## src/rtl/rx_crc_frame_ctrl.sv

```systemverilog
// ---------------------------------------------------------------------------
// rx_crc_frame_ctrl
//
// Accepts one byte plus its CRC-8 from a UART receiver on each rising edge
// of rx_ready, recomputes the CRC bit-serially (MSB first, 8 cycles), and
// either hands the byte to a consumer through a valid/ready hold stage or
// drops it with a crc_err pulse. Frames that arrive while a frame is still
// being processed are dropped and flagged with an overrun pulse. Good and
// CRC-failed frames are counted in saturating statistics counters.
//
// Ports
//   clk        system clock, rising edge
//   reset      synchronous active-high reset
//   enable     frame acceptance enable (only looked at in IDLE)
//   rx_ready   frame-complete flag; its rising edge is the frame event
//   rx_data    received byte, valid while rx_ready=1
//   rx_crc     received CRC byte, valid while rx_ready=1
//   clear_cnt  synchronous clear of both statistics counters
//   out_ready  consumer ready
//   out_valid  checked byte available (held until accepted)
//   out_data   checked byte
//   crc_err    one-cycle pulse: CRC mismatch, frame dropped
//   overrun    one-cycle pulse: frame arrived while busy, dropped
//   busy       state != IDLE
//   good_cnt   frames delivered to the consumer (saturating)
//   err_cnt    CRC-failed frames (saturating)
// ---------------------------------------------------------------------------
module rx_crc_frame_ctrl #(
    parameter logic [7:0] CRC_POLY = 8'h07,
    parameter logic [7:0] CRC_INIT = 8'h00,
    parameter int         CNT_W    = 8
) (
    input  logic             clk,
    input  logic             reset,
    input  logic             enable,
    input  logic             rx_ready,
    input  logic [7:0]       rx_data,
    input  logic [7:0]       rx_crc,
    input  logic             clear_cnt,
    input  logic             out_ready,
    output logic             out_valid,
    output logic [7:0]       out_data,
    output logic             crc_err,
    output logic             overrun,
    output logic             busy,
    output logic [CNT_W-1:0] good_cnt,
    output logic [CNT_W-1:0] err_cnt
);

    typedef enum logic [1:0] {
        IDLE  = 2'd0,
        CALC  = 2'd1,
        CHECK = 2'd2,
        HOLD  = 2'd3
    } state_t;

    state_t           state_q,        state_d;
    logic             rx_ready_prev_q, rx_ready_prev_d;
    logic [7:0]       data_q,         data_d;
    logic [7:0]       crc_ref_q,      crc_ref_d;
    logic [7:0]       crc_q,          crc_d;
    logic [2:0]       bit_idx_q,      bit_idx_d;
    logic             out_valid_q,    out_valid_d;
    logic [7:0]       out_data_q,     out_data_d;
    logic             crc_err_q,      crc_err_d;
    logic             overrun_q,      overrun_d;
    logic [CNT_W-1:0] good_cnt_q,     good_cnt_d;
    logic [CNT_W-1:0] err_cnt_q,      err_cnt_d;

    logic             frame_evt_s;
    logic             good_inc_s;
    logic             err_inc_s;

    // One serial CRC-8 step: shift left, fold the polynomial in when the
    // outgoing MSB differs from the incoming data bit.
    function automatic logic [7:0] crc8_step(input logic [7:0] crc_in, input logic din);
        logic fb;
        fb        = crc_in[7] ^ din;
        crc8_step = {crc_in[6:0], 1'b0} ^ (fb ? CRC_POLY : 8'h00);
    endfunction

    // Saturating increment: all-ones sticks instead of wrapping to zero.
    function automatic logic [CNT_W-1:0] sat_inc(input logic [CNT_W-1:0] v);
        if (&v) begin
            sat_inc = v;
        end else begin
            sat_inc = v + CNT_W'(1);
        end
    endfunction

    // Frame event is the rising edge of rx_ready.
    assign frame_evt_s = rx_ready & ~rx_ready_prev_q;

    // Next-state, datapath and pulse generation.
    always_comb begin
        state_d         = state_q;
        rx_ready_prev_d = rx_ready;
        data_d          = data_q;
        crc_ref_d       = crc_ref_q;
        crc_d           = crc_q;
        bit_idx_d       = bit_idx_q;
        out_valid_d     = out_valid_q;
        out_data_d      = out_data_q;
        crc_err_d       = 1'b0;
        overrun_d       = 1'b0;
        good_inc_s      = 1'b0;
        err_inc_s       = 1'b0;

        case (state_q)
            IDLE: begin
                if (enable && frame_evt_s) begin
                    data_d    = rx_data;
                    crc_ref_d = rx_crc;
                    crc_d     = CRC_INIT;
                    bit_idx_d = 3'd0;
                    state_d   = CALC;
                end else begin
                    state_d   = IDLE;
                end
            end
            CALC: begin
                crc_d     = crc8_step(crc_q, data_q[3'd7 - bit_idx_q]);
                // The index wraps back to 0 after bit 7, ready for the next frame.
                bit_idx_d = bit_idx_q + 3'd1;
                if (bit_idx_q == 3'd7) begin
                    state_d = CHECK;
                end else begin
                    state_d = CALC;
                end
            end
            CHECK: begin
                if (crc_q == crc_ref_q) begin
                    out_data_d  = data_q;
                    out_valid_d = 1'b1;
                    state_d     = HOLD;
                end else begin
                    crc_err_d   = 1'b1;
                    err_inc_s   = 1'b1;
                    state_d     = IDLE;
                end
            end
            HOLD: begin
                if (out_valid_q && out_ready) begin
                    out_valid_d = 1'b0;
                    good_inc_s  = 1'b1;
                    state_d     = IDLE;
                end else begin
                    state_d     = HOLD;
                end
            end
            default: begin
                state_d = IDLE;
            end
        endcase

        // Any frame event outside IDLE is dropped, including the HOLD
        // handshake edge; the frame in progress is untouched.
        if (frame_evt_s && (state_q != IDLE)) begin
            overrun_d = 1'b1;
        end else begin
            overrun_d = 1'b0;
        end

        // Clear has priority over a coincident increment.
        if (clear_cnt) begin
            good_cnt_d = '0;
        end else if (good_inc_s) begin
            good_cnt_d = sat_inc(good_cnt_q);
        end else begin
            good_cnt_d = good_cnt_q;
        end

        if (clear_cnt) begin
            err_cnt_d = '0;
        end else if (err_inc_s) begin
            err_cnt_d = sat_inc(err_cnt_q);
        end else begin
            err_cnt_d = err_cnt_q;
        end
    end

    // State and datapath registers with synchronous reset. rx_ready_prev
    // resets high so a level held across reset release is not an event.
    always_ff @(posedge clk) begin
        if (reset) begin
            state_q         <= IDLE;
            rx_ready_prev_q <= 1'b1;
            data_q          <= 8'h00;
            crc_ref_q       <= 8'h00;
            crc_q           <= CRC_INIT;
            bit_idx_q       <= 3'd0;
            out_valid_q     <= 1'b0;
            out_data_q      <= 8'h00;
            crc_err_q       <= 1'b0;
            overrun_q       <= 1'b0;
            good_cnt_q      <= '0;
            err_cnt_q       <= '0;
        end else begin
            state_q         <= state_d;
            rx_ready_prev_q <= rx_ready_prev_d;
            data_q          <= data_d;
            crc_ref_q       <= crc_ref_d;
            crc_q           <= crc_d;
            bit_idx_q       <= bit_idx_d;
            out_valid_q     <= out_valid_d;
            out_data_q      <= out_data_d;
            crc_err_q       <= crc_err_d;
            overrun_q       <= overrun_d;
            good_cnt_q      <= good_cnt_d;
            err_cnt_q       <= err_cnt_d;
        end
    end

    assign out_valid = out_valid_q;
    assign out_data  = out_data_q;
    assign crc_err   = crc_err_q;
    assign overrun   = overrun_q;
    assign busy      = (state_q != IDLE);
    assign good_cnt  = good_cnt_q;
    assign err_cnt   = err_cnt_q;

endmodule

```

## config.mk

```make
export PLATFORM = sky130hd
export DESIGN_NAME = rx_crc_frame_ctrl
export DESIGN_NICKNAME = d
export VERILOG_FILES = /design/src/rtl/rx_crc_frame_ctrl.sv
export SDC_FILE = /design/constraint.sdc
export NUM_CORES = 1
export LEC_CHECK = 0
export CAP_MARGIN = 20
export CORE_MARGIN = 3
export CORE_UTILIZATION = 40
export DETAILED_ROUTE_END_ITERATION = 8
export GPL_TIMING_DRIVEN = 0
export PLACE_DENSITY_LB_ADDON = 0.08
export SLEW_MARGIN = 40
export SYNTH_ARGS = -nofsm -noshare
export SYNTH_HDL_FRONTEND = slang
export SYNTH_SLANG_ARGS = --single-unit
export TNS_END_PERCENT = 100
```

## constraint.sdc

```tcl
create_clock -name clk -period 1.9 [get_ports clk]
set_input_delay 0.475 -clock clk [delete_from_list [all_inputs] [get_ports clk]]
set_output_delay 0.475 -clock clk [all_outputs]
set_load 0.05 [all_outputs]
```

==> metrics.yaml <==
clock_network:
  cts_hold_buf: 0
  clk-insertion-delay-late_ns: 0.33
  cts_setup_buffers: 0
  clk_path_buf_depth: 2
  clk_pin_slew_ns: 0.06
  cts_tree: "done"
  cts_made_buffers: 9
  htreeDepth: 3
  root_buffer: "clkbuf_8"
  clkSinkCount: 57
setup_path:
  cp-start-kind: "flip-flop"
  cp-startpoint: "err_cnt[3]$_SDFFE_PP0P_"
  crit_fanout: 7
  cp.required_ns: 1.42
  critPathCaptureType: "output port"
  cp_slowest_stage_delay_ns: 0.56
  critPathTopFamily: "buffers and inverters"
  crit_slowest_cell: "dlygate4sd2_1"
  reg2reg_from: "bit_idx_q[2]$_SDFFE_PP0P_"
  cp.buffers_inverters: 1
  worst_ep_arrival_time_ns: 1.32
  worstSetupPathType: "reg2out"
  cp_cell_sequence: "dlygate4sd2_1"
detailed_routing:
  wl_per_cell_um: 12.7
  drt-initial-drc-count: 72
  via_per_inst: 5.13
  wl_um: 5240
  drc_errors: 0
  dr.pass1.iters: 4
  vias: 2115
  ant_nets: 0
placed_design:
  placed_area_um2: 2980
  globalplace.congestion: 0.822
  place_ws_ns: -0.334
  hpwl_um: 3860
  portBuffers: 49
synthesis:
  ys_ff_latch: 57
  synth_top_cell_by_area: "dfxtp_1"
  syn_area_um2: 2400
  synth_edf_count: 0
  synth_nets: 303
  ys_top_cells_by_count: "57 x dfxtp_1, 47 x nand2_1, 31 x a21oi_1, 23 x nor2_1, 18 x nand3_1"
  synth.avg_cell_area_um2: 8.67
  synthDistinctLibCells: 35
  seq_area_frac_synth_pct: 47.5
  synth_top_area_share_pct: 47.5
  synth_warnings: 0
  synth_cells: 277
  synth_area_leaders: "dfxtp_1 48%, nand2_1 7.3%, a21oi_1 6.5%"
  async_reset_ff_share_pct: 0
  synth_most_common_cell: "dfxtp_1"
  ys.flop_type: "dfxtp_1"
power:
  vdd.ir_drop.worst_uv: 619
  total_power_w: 0.00253
  power_density_nw_per_um2: 794
  cellLeakagePower_nw: 1.34
sta:
  post-route-min-period_ns: 1.80
  finalMaxSlewViolations: 0
  skew_ns: 0.00785
  min_period_over_period_pct: 94.6
  relSlewSlack_pct: 56.5
  max_freq_mhz: 557
  worst_pin_slew_ns: 0.651
  setup_viol: 0
  timing.final.hold_violations: 0
  fin_ws_ns: 0.103
  grt_setup_unrepaired: "false"
die:
  fp.dieArea_um2: 6970
  coreArea_um2: 5640
  die-width_um: 83.5
  ios: 50
  initial_core_util_pct: 42.6
  die_y_um: 83.5
  rows: 27
layout:
  synthToLayoutAreaGrowth_pct: 32.7
  seq_area_um2: 1140
  fin_nets: 362
  final_area_um2: 3190
  nFillCells: 545
  multi_input_area_um2: 1220
  drive_above_1_share_pct: 8.82
  diodes: 0
min_path:
  hp-class: "reg2reg"
  worstHoldStart: "crc_ref_q[2]$_SDFFE_PP0P_"
run_status:
  status: "finished, final reports clean"
global_routing:
  grt_pass1_vias: 2043
  grt_max_degree: 11
  grt_overflow: 0
  track_usage_pct: 16.6
  grt_pass1_wl_um: 9410
  antenna_found_initial: 0
run:
  cap_violations: 0
final timing paths:
kind / end / depth (start not counted) / slack [ns]
setup / recovery: err_cnt[3] / 1 / 0.10
hold / removal: crc_ref_q[2]$_SDFFE_PP0P_ / 2 / 0.47
hold reg to reg: crc_ref_q[2]$_SDFFE_PP0P_ / 2 / 0.47
setup reg to reg: crc_q[2]$_SDFFE_PP0P_ / 5 / 0.11
state kept, by name (all words and copies together) (netlist names), 2 cells and up:
register and flops:
state_q 2, good_cnt 8, crc_q 8, data_q 8
err_cnt 8, out_data 8, bit_idx_q 3, crc_ref_q 8
kinds of logic (layout without fill, tap and decap cells):
family / count (synthesis) / in the layout / synth area share, %
and+or+nand+nor: 120 / 120 / 22.7
xor gates and xnor gates: 17 / 17 / 6.20
buffers and inverters: 17 / 80 / 2.81
adders and majority gates: 4 / 4 / 2.08
DFF: 57 / 57 / 47.5
AOI/OAI and AO/OA: 48 / 48 / 11.8
muxes: 14 / 14 / 6.88
layout by cell type (no fill, tap or decap), types with 4 or more instances in the layout:
cell,instances
clkdlybuf4s50_1,21
nand4_1,5
xnor2_1,5
mux2i_1,12
ha_1,4
dlygate4sd2_1,27
clkbuf_8,13
nand3_1,18
nor2_1,23
inv_1,4
dfxtp_1,57
a21oi_1,31
clkbuf_1,6
xor2_1,11
nor3_1,9
nand2_1,47
metal layers:
layer	GRT usage [%]	vias up	wire [um]
met4	5.41	0	47
met3	6.61	4	311
li1	-	1077	-
met1	19.5	983	2390
met2	27.6	51	2500
met5	0	-	0
worst min-delay path, cell delays in order, from the launching register on:
cell	delay, ns
dfxtp_1	0.31
nand2_1	0.05
a21oi_1	0.05
layout make-up:
class / instances / area share (%)
plain buffers: 12 / 1.61
clock inverters: 2 / 1.10
multi-input cells: 203 / 38.4
flip-flops and latches: 57 / 35.8
inverters: 4 / 0.471
repair buffers: 49 / 14.2
well taps: 72 / 2.83
clock buffers: 13 / 5.61
per-stage QoR:
step | util, % | TNS (ns) | instances | hold WS [ns]
after CTS | 56.2 | -0.0894 | 413 | 0.470
after floorplan | - | 0 | 277 | 0.445
after detailed placement | 52.9 | -10.63 | 398 | 0.465
final | 56.5 | 0 | 412 | 0.469
after global placement | 52.9 | -9.54 | 398 | 0.461
after global routing | 56.5 | 0 | 412 | 0.487
repair_timing:
action / in CTS / in global routing
endpoints found under the setup margin: 39 / 44
resized for setup: 29 / 10
pin swaps: 0 / 0
power breakdown:
group	internal (W)	switching [W]
registers	0.00121	0.00000824
logic	0.0000614	0.0000608
clock network	0.000739	0.000456
total	0.00201	0.000525
No activity file was read; power rests on OpenSTA's default activity.
